## src/rtl/execute_stage_pkg.sv

```systemverilog
// execute_stage_pkg: ALU opcodes, controlE field positions and forward-select codes
package execute_stage_pkg;
  localparam logic [2:0] ALU_ADD = 3'b000;
  localparam logic [2:0] ALU_SUB = 3'b001;
  localparam logic [2:0] ALU_AND = 3'b010;
  localparam logic [2:0] ALU_OR  = 3'b011;
  localparam logic [2:0] ALU_XOR = 3'b100;
  localparam logic [2:0] ALU_SLT = 3'b101;
  localparam logic [2:0] ALU_SLL = 3'b110;
  localparam logic [2:0] ALU_SRL = 3'b111;
  localparam int CTL_REGWRITE  = 9;
  localparam int CTL_RESULTSRC = 7;
  localparam int CTL_MEMWRITE  = 6;
  localparam int CTL_JUMP      = 5;
  localparam int CTL_BRANCH    = 4;
  localparam int CTL_ALUCTL    = 1;
  localparam int CTL_ALUSRC    = 0;
  localparam logic [1:0] FWD_RF  = 2'b00;
  localparam logic [1:0] FWD_WB  = 2'b01;
  localparam logic [1:0] FWD_MEM = 2'b10;
endpackage

```

## src/rtl/execute_stage_alu.sv

```systemverilog
// execute_stage_alu: combinational RV32 ALU with zero flag
module execute_stage_alu
  import execute_stage_pkg::*;
#(
  parameter int XLEN = 32
) (
  input  logic [XLEN-1:0] a,
  input  logic [XLEN-1:0] b,
  input  logic [2:0]      ctl,
  output logic [XLEN-1:0] y,
  output logic            zero
);
  always_comb begin
    y = ctl == ALU_ADD ? a + b :
        ctl == ALU_SUB ? a - b :
        ctl == ALU_AND ? a & b :
        ctl == ALU_OR  ? a | b :
        ctl == ALU_XOR ? a ^ b :
        ctl == ALU_SLT ? {{(XLEN-1){1'b0}}, $signed(a) < $signed(b)} :
        ctl == ALU_SLL ? a << b[4:0] :
                         a >> b[4:0];
  end
  assign zero = y == '0;
endmodule

```

## src/rtl/execute_stage.sv

```systemverilog
// execute_stage: operand forwarding, ALU, branch/jump resolution and EX/MEM register
module execute_stage
  import execute_stage_pkg::*;
#(
  parameter int XLEN = 32
) (
  input  logic            CLK,
  input  logic            RST,
  input  logic [XLEN-1:0] RD1E,
  input  logic [XLEN-1:0] RD2E,
  input  logic [XLEN-1:0] PCE,
  input  logic [XLEN-1:0] ImmExtE,
  input  logic [XLEN-1:0] PCPlus4E,
  input  logic [4:0]      RdE,
  input  logic [9:0]      controlE,
  input  logic [1:0]      ForwardAE,
  input  logic [1:0]      ForwardBE,
  input  logic [XLEN-1:0] ResultW,
  output logic            PCSrcE,
  output logic [XLEN-1:0] PCTargetE,
  output logic [XLEN-1:0] ALUResultM,
  output logic [XLEN-1:0] WriteDataM,
  output logic [4:0]      RdM,
  output logic [XLEN-1:0] PCPlus4M,
  output logic [3:0]      controlM
);
  logic [XLEN-1:0] src_a, fwd_b, src_b, alu_y;
  logic            zero;
  always_comb begin
    src_a = ForwardAE == FWD_WB  ? ResultW :
            ForwardAE == FWD_MEM ? ALUResultM : RD1E;
    fwd_b = ForwardBE == FWD_WB  ? ResultW :
            ForwardBE == FWD_MEM ? ALUResultM : RD2E;
    src_b = controlE[CTL_ALUSRC] ? ImmExtE : fwd_b;
  end
  execute_stage_alu #(.XLEN(XLEN)) u_alu (
    .a    (src_a),
    .b    (src_b),
    .ctl  (controlE[CTL_ALUCTL +: 3]),
    .y    (alu_y),
    .zero (zero)
  );
  assign PCTargetE = PCE + ImmExtE;
  assign PCSrcE    = (controlE[CTL_BRANCH] & zero) | controlE[CTL_JUMP];
  always_ff @(posedge CLK) begin
    if (RST) begin
      ALUResultM <= '0;
      WriteDataM <= '0;
      RdM        <= '0;
      PCPlus4M   <= '0;
      controlM   <= '0;
    end else begin
      ALUResultM <= alu_y;
      WriteDataM <= fwd_b;
      RdM        <= RdE;
      PCPlus4M   <= PCPlus4E;
      controlM   <= controlE[CTL_REGWRITE:CTL_MEMWRITE];
    end
  end
endmodule

```

## config.mk

```make
export PLATFORM = sky130hd
export DESIGN_NAME = execute_stage
export DESIGN_NICKNAME = d
export VERILOG_FILES = /design/src/rtl/execute_stage_pkg.sv /design/src/rtl/execute_stage_alu.sv /design/src/rtl/execute_stage.sv
export SDC_FILE = /design/constraint.sdc
export NUM_CORES = 1
export LEC_CHECK = 0
export CORE_UTILIZATION = 35
export CTS_CLUSTER_DIAMETER = 120
export DETAILED_ROUTE_END_ITERATION = 8
export HOLD_SLACK_MARGIN = 0.06
export PLACE_DENSITY = 0.59
export SKIP_CTS_REPAIR_TIMING = 1
export SLEW_MARGIN = 10
export SYNTH_ARGS = -nofsm -noshare
export SYNTH_HDL_FRONTEND = slang
export SYNTH_SLANG_ARGS = --single-unit
```

## constraint.sdc

```tcl
create_clock -name CLK -period 9.1 [get_ports CLK]
set_input_delay 1.82 -clock CLK [delete_from_list [all_inputs] [get_ports CLK]]
set_output_delay 1.82 -clock CLK [all_outputs]
set_load 0.05 [all_outputs]
```

Yosys cells after proc, flatten, opt, wreduce, memory -nomap -nowiden
Cells that the tools add are included.
W data, S select, Z words.
- word-level logic and storage cells: 40
- bits in registers: 105
- output and inout bits: 138
- input bits: 213
- bitwise logic cells: 5
- reductions and logical operators: 2
- add/subtract/negate cells: 3
- shifts and indexed selects: 2
- multiplexer cells: 12
- order comparisons: 1
- equality and inequality tests: 10
- operators by type and width (operator ; count):
    $mux W32 ; 12
    $add A32 B32 Y32 ; 2
    $and A32 B32 Y32 ; 1
    $logic_not A32 Y1 ; 1
    $lt A32 B32 Y1 ; 1
    $or A32 B32 Y32 ; 1
    $shl A32 B5 Y32 ; 1
    $shr A32 B5 Y32 ; 1
    $sub A32 B32 Y32 ; 1
    $xor A32 B32 Y32 ; 1
    $eq A3 B3 Y1 const B ; 3
    $eq A3 B2 Y1 const B ; 2
    $eq A2 B1 Y1 const B ; 2
    $eq A2 B2 Y1 const B ; 2
    $eq A3 B1 Y1 const B ; 1
    $logic_not A3 Y1 ; 1
    $and A1 B1 Y1 ; 1
    $or A1 B1 Y1 ; 1

Logic depth before layout (Yosys ltp)
Gate-level depths: netlist (run 1).
- depth after elaboration: 15
- mapped depth: 23
- gate-level depth less buffers: 20

By module
A second synthesis (run 1) with hierarchy kept.
- cell total of the unflattened synthesis: 2199
- area total of the unflattened synthesis: 16487.1 µm²
- modules (own cells, without submodules) (module ; instances ; seq. area each (µm²) ; area an instance (µm²) ; cells an instance):
    execute_stage_alu ; 1 ; 0.0 ; 9708.1 ; 1378
    execute_stage ; 1 ; 2102.0 ; 6779.0 ; 821

Least setup slack after synthesis (run 1)
OpenSTA, ideal clock, no wires.
- kind: in2out
- start point: in ForwardBE[1]
- end point: out PCSrcE
- stages: 23
- arrival time: 6.886 ns
- path slack: 0.394 ns
- path buffers: 6
- data required time: 7.280 ns
- cell sequence: buf_6 -> mux2_2 -> mux2i_1 -> o21a_1 -> buf_2 -> buf_2 -> buf_2 -> buf_2 -> ha_1 -> buf_2 -> nand2b_1 -> a221o_1 -> a21oi_1 -> nor4_1 -> o311a_1 -> o32ai_1 -> xnor2_1 -> nand2_1 -> and3_1 -> or4_1 -> nor4_1 -> and4_1 -> a31o_1
- longest elaborated chain between the ends: 15
- elaborated cells on any way between the ends: 23
- those cells by class: 2 x add/sub; 1 x order compare; 2 x eq/ne; 2 x shift; 10 x mux; 5 x bitwise; 1 x reduce/logical
- ends and longest elaborated chain (element ; line ; RTL):
    from (decl) ; execute_stage.sv:17 ; input logic [1:0] ForwardBE,
    $eq A2 B2 Y1 ; execute_stage.sv:33 ; ForwardBE == FWD_MEM ? ALUResultM : RD2E;
    $mux W32 ; execute_stage.sv:33 ;
    $mux W32 * ; execute_stage.sv:32 ; fwd_b = ForwardBE == FWD_WB ? ResultW :
    $mux W32 * ; execute_stage.sv:34 ; src_b = controlE[CTL_ALUSRC] ? ImmExtE : fwd_b;
    parallel branches: the longest is 7 deep, another holds $lt A32 B32 Y1 ; n/a ;
    $mux W32 * ; execute_stage_alu.sv:14 ; y = ctl == ALU_ADD ? a + b :
    $logic_not A32 Y1 * ; execute_stage_alu.sv:23 ; assign zero = y == '0;
    $and A1 B1 Y1 * ; execute_stage.sv:44 ; assign PCSrcE = (controlE[CTL_BRANCH] & zero) | controlE[CTL_JUMP];
    $or A1 B1 Y1 * ; execute_stage.sv:44 ;
    to (decl) ; execute_stage.sv:19 ; output logic PCSrcE,
Every way passes the cells marked *.

Worst setup path in the final report (run 1)
- start point: in RD1E[2]
- end point: out PCSrcE
- longest elaborated chain between the ends: 13
- elaborated cells on any way between the ends: 20
- those cells by class: 2 x add/sub; 1 x order compare; 2 x shift; 9 x mux; 5 x bitwise; 1 x reduce/logical
- ends and longest elaborated chain (element ; line ; RTL):
    from (decl) ; execute_stage.sv:9 ; input logic [XLEN-1:0] RD1E,
    $mux W32 * ; execute_stage.sv:31 ; ForwardAE == FWD_MEM ? ALUResultM : RD1E;
    $mux W32 * ; execute_stage.sv:30 ; src_a = ForwardAE == FWD_WB ? ResultW :
    parallel branches: the longest is 7 deep, another holds $lt A32 B32 Y1 ; n/a ;
    $mux W32 * ; execute_stage_alu.sv:14 ;
    $logic_not A32 Y1 * ; execute_stage_alu.sv:23 ;
    $and A1 B1 Y1 * ; execute_stage.sv:44 ;
    $or A1 B1 Y1 * ; execute_stage.sv:44 ;
Marked as above.

==> metrics.md, run 1 <==
| Metric | Value |
|---|---|
| DIE HEIGHT | `209 um` |
| VDD IR max | `104 uV` |
| Terminus of the critical flop-to-flop path | `ALUResultM[30]$_SDFF_PP0_` |
| GRT overflow | `0` |
| Rel. slew slack | `0.367` |
| Clk sink count | `approximately 110` |
| Critical path cell sequence | `clkdlybuf4s50_1 -> mux2i_1 -> mux2i_1 -> ha_1 -> nand2b_1 -> a221o_1 -> a21oi_1 -> nor4_2 -> o311a_1 -> nor4_1 -> or2_2 -> a21oi_1 -> a311o_1 -> xnor2_1 -> o21ai_0 -> nor3b_1 -> a31o_1 -> buf_12` |
| Post-detail-place hpwl | `63400 um` |
| Final hold vios | `0` |
| Root buf cell | `clkbuf_16` |
| Pleak | `about 0.0084 uW` |
| Post-synthesis net count | `2473` |
| Antenna Nets Post-Route | `0` |
| Post-layout minimum cycle time | `8.96 ns` |
| Die area | `0.0435 mm^2` |
| Pre-antenna DRT Iters | `6` |
| Die Wd | `about 210 um` |
| DP Worst Slack | `between 0.15 and 0.2 ns` |
| Ports | `351` |
| Crit path max fanout | `5` |
| Seq/Total Area, Yosys | `0.141` |
| # fillers | `4254` |
| Final worst slack | `0.140 ns` |
| Async S/R FF share, synth | `0` |
| Port-buffer cells | `350` |
| Max stage delay on crit path | `0.62 ns` |
| Via density | `6.03` |
| Setup crit start | `RD1E[2]` |
| FF+latch area | `approximately 0.0021 mm^2` |
| Fmax | `112 MHz` |
| CORE AREA | `0.0420 mm^2` |
| Critical Path RT | `between 7 and 8 ns` |
| DRC | `0` |
| H-Tree Depth | `3` |
| Worst-skew pair later-pin latency | `0.37 ns` |
| Total track usage | `0.346` |
| Clock buffer depth | `2` |
| Critical-path top delay cell | `mux2i_1` |
| Crit path launch type | `input port` |
| Setup_tns | `0 ns` |
| Warnings from Yosys | `0` |
| Cells after Synth | `2128` |
| Top FF cell, synth | `dfxtp_1` |
| Count of cell types in the netlist | `84` |
| Total power | `2990 uW` |
| PD cells | `152 mW/mm^2` |
| Crit. End Element | `output port` |
| Syn avg cell area | `approximately 7 um^2` |
| Vias in the first global route | `17.3k` |
| Arr. time, crit path | `7.14 ns` |
| Post-route clock skew | `~0.013 ns` |
| Layout Nets | `2802` |
| Drt wl/cell | `25.7 um` |
| Min-delay worst type | `reg2reg` |
| First-pass GRT wire length | `114000 um` |
| Total number of vias | `18.1k` |
| CTS tree | `yes` |
| Final WL | `77300 um` |
| Initial antenna violation count | `6` |
| Fin crit share | `0.985` |
| Reg2reg path depth | `16` |
| Num CTS Buffers | `9` |
| DRT iter0 DRCs | `1630` |
| #FFs+latches synth | `approximately 110` |
| Placer Congestion | `about 1.0` |
| Post-Syn Area | `0.0149 mm^2` |
| Post-synth EDFFs | `0` |
| Reg2reg setup slack | `about 4.3 ns` |
| Share of post-route cells with drive strength above 1 | `0.0869` |
| Worst slew pin tran | `0.946 ns` |
| Initial core utilization | `0.355` |
| Critical R2R Launch | `ALUResultM[2]$_SDFF_PP0_` |
| # setup viols final | `0` |
| Status | `completed` |
| RSZ-0062 raised after global routing | `false` |
| Row count | `75` |
| Worst setup path class | `in2out` |
| Largest net degree at the start of global routing | `75` |
| Max-slew violation count | `0` |
| Critical path capture point | `PCSrcE` |
| Area growth, synth to finish | `32.1%` |
| Area occupied by multi-input gates | `0.0118 mm^2` |
| Worst-path clk slew | `roughly 0.070 ns` |
| Max Cap Viol | `0` |
[power breakdown]
group | total, uW | switching (uW) | internal (uW)
Combinational | 2050 | 1300 | 747
Clock | 408 | 212 | 197
Sequential | 531 | 29.4 | 502
[worst min path at each step]
stage | from | endpoint | slack (ns) | cells past startpoint
floorplan | ALUResultM[1]$_SDFF_PP0_ | WriteDataM[1]$_SDFF_PP0_ | 0.89 | 3
global placement | ALUResultM[16]$_SDFF_PP0_ | WriteDataM[16]$_SDFF_PP0_ | 0.69 | 3
detailed placement | ALUResultM[14]$_SDFF_PP0_ | WriteDataM[14]$_SDFF_PP0_ | 0.70 | 3
CTS | ALUResultM[14]$_SDFF_PP0_ | WriteDataM[14]$_SDFF_PP0_ | 0.72 | 3
global route | ALUResultM[14]$_SDFF_PP0_ | WriteDataM[14]$_SDFF_PP0_ | 0.77 | 3
finish | ALUResultM[14]$_SDFF_PP0_ | WriteDataM[14]$_SDFF_PP0_ | 0.72 | 3
[placed cells by master, fill, tap and decap left out, types with 22 or more instances in the layout]
cell | Yosys | routed
mux2_2 | 40 | 40
nand3_1 | 111 | 111
o22ai_1 | 26 | 26
ha_1 | 129 | 129
a211oi_1 | 32 | 31
nor2_1 | 181 | 181
clkdlybuf4s50_1 | 0 | 339
buf_4 | 6 | 115
a21oi_1 | 152 | 152
nand2b_1 | 22 | 22
o21ai_0 | 203 | 201
nor3_1 | 31 | 31
o211ai_1 | 58 | 58
nand2_1 | 207 | 207
mux2i_1 | 139 | 138
a21o_1 | 24 | 24
xnor2_1 | 41 | 41
inv_1 | 104 | 104
nor2b_1 | 69 | 68
dfxtp_1 | 105 | 105
[registers in the layout, indices dropped and copies added (netlist names)]
| signal | cells |
|---|---|
| WriteDataM | 32 |
| RdM | 5 |
| controlM | 4 |
| ALUResultM | 32 |
| PCPlus4M | 32 |
[cells in the mapped netlist (all sizes together) (8+ instances only)]
cell    number  area (um^2)
o21bai      15          113
xnor2       41          359
nand3      111          556
o21a        22          165
a211oi      32          240
or3         13         81.3
nor2       182          686
a22oi       11         82.6
and2        16          100
o21ai      216         1080
nand2      208          783
o31ai       13         97.6
inv        105          394
o22ai       26          163
o211ai      59          448
a221oi      15          131
and3         8         50.1
a21oi      152          761
a21o        24          180
a31oi       19          119
dfxtp      105         2100
mux2i      139         1390
a221o        8         80.1
ha         129         1610
nand2b      22          138
clkbuf      89          335
mux2        40          450
nor3        31          155
nor2b       69          432
xor2        14          123
buf         59          319
[worst max-delay path: cells and delay by family]
kind	cells	cell delay [ns]
AOI/OAI and AO/OA	7	2.11
and+or+nand+nor	5	1.35
muxes	2	0.70
buffers and inverters	2	0.65
adders and majority gates	1	0.40
xor gates and xnor gates	1	0.12
[cells by family after synthesis]
kind of cell	Yosys count	synth area share
xor gates and xnor gates	55	0.0322
buffers and inverters	256	0.0709
AOI/OAI and AO/OA	698	0.297
and+or+nand+nor	700	0.219
adders and majority gates	132	0.112
DFF	105	0.141
muxes	182	0.128
[final cells by class]
type,count,share of cell area
multi-input combinational,1767,0.599
timing repair buffer,466,0.224
sequential,105,0.106
tap,539,0.0342
inverter,108,0.0205
clock buffer,9,0.0114
clock inverter,7,0.00431
antenna,3,0.000380
[routing by layer]
layer / track usage / wire length [um] / up-vias
li1: - / - / 8372
met1: 0.474 / 34400 / 8565
met2: 0.524 / 32600 / 988
met3: 0.0672 / 6680 / 169
met4: 0.151 / 3610 / 6
met5: 0 / 45 / -
[through the flow]
| stage | cells | hold WS (ns) | util | instance area [um^2] |
|---|---|---|---|---|
| CTS | 3000 | 0.716 | 0.468 | 19700 |
| global route | 3002 | 0.767 | 0.469 | 19700 |
| global placement | 2984 | 0.690 | 0.461 | 19400 |
| finish | 3004 | 0.722 | 0.469 | 19700 |
| floorplan | 2128 | 0.895 | - | 14900 |
| detailed placement | 2984 | 0.697 | 0.461 | 19400 |
Note: power is estimated with default switching activity, not from simulation.
==> inputs of run 2 (changes only) <==
- SLEW_MARGIN: 10 -> default
==> results of run 2 <==
No change in the layout: final DEF, timing and power equal those of run 1.
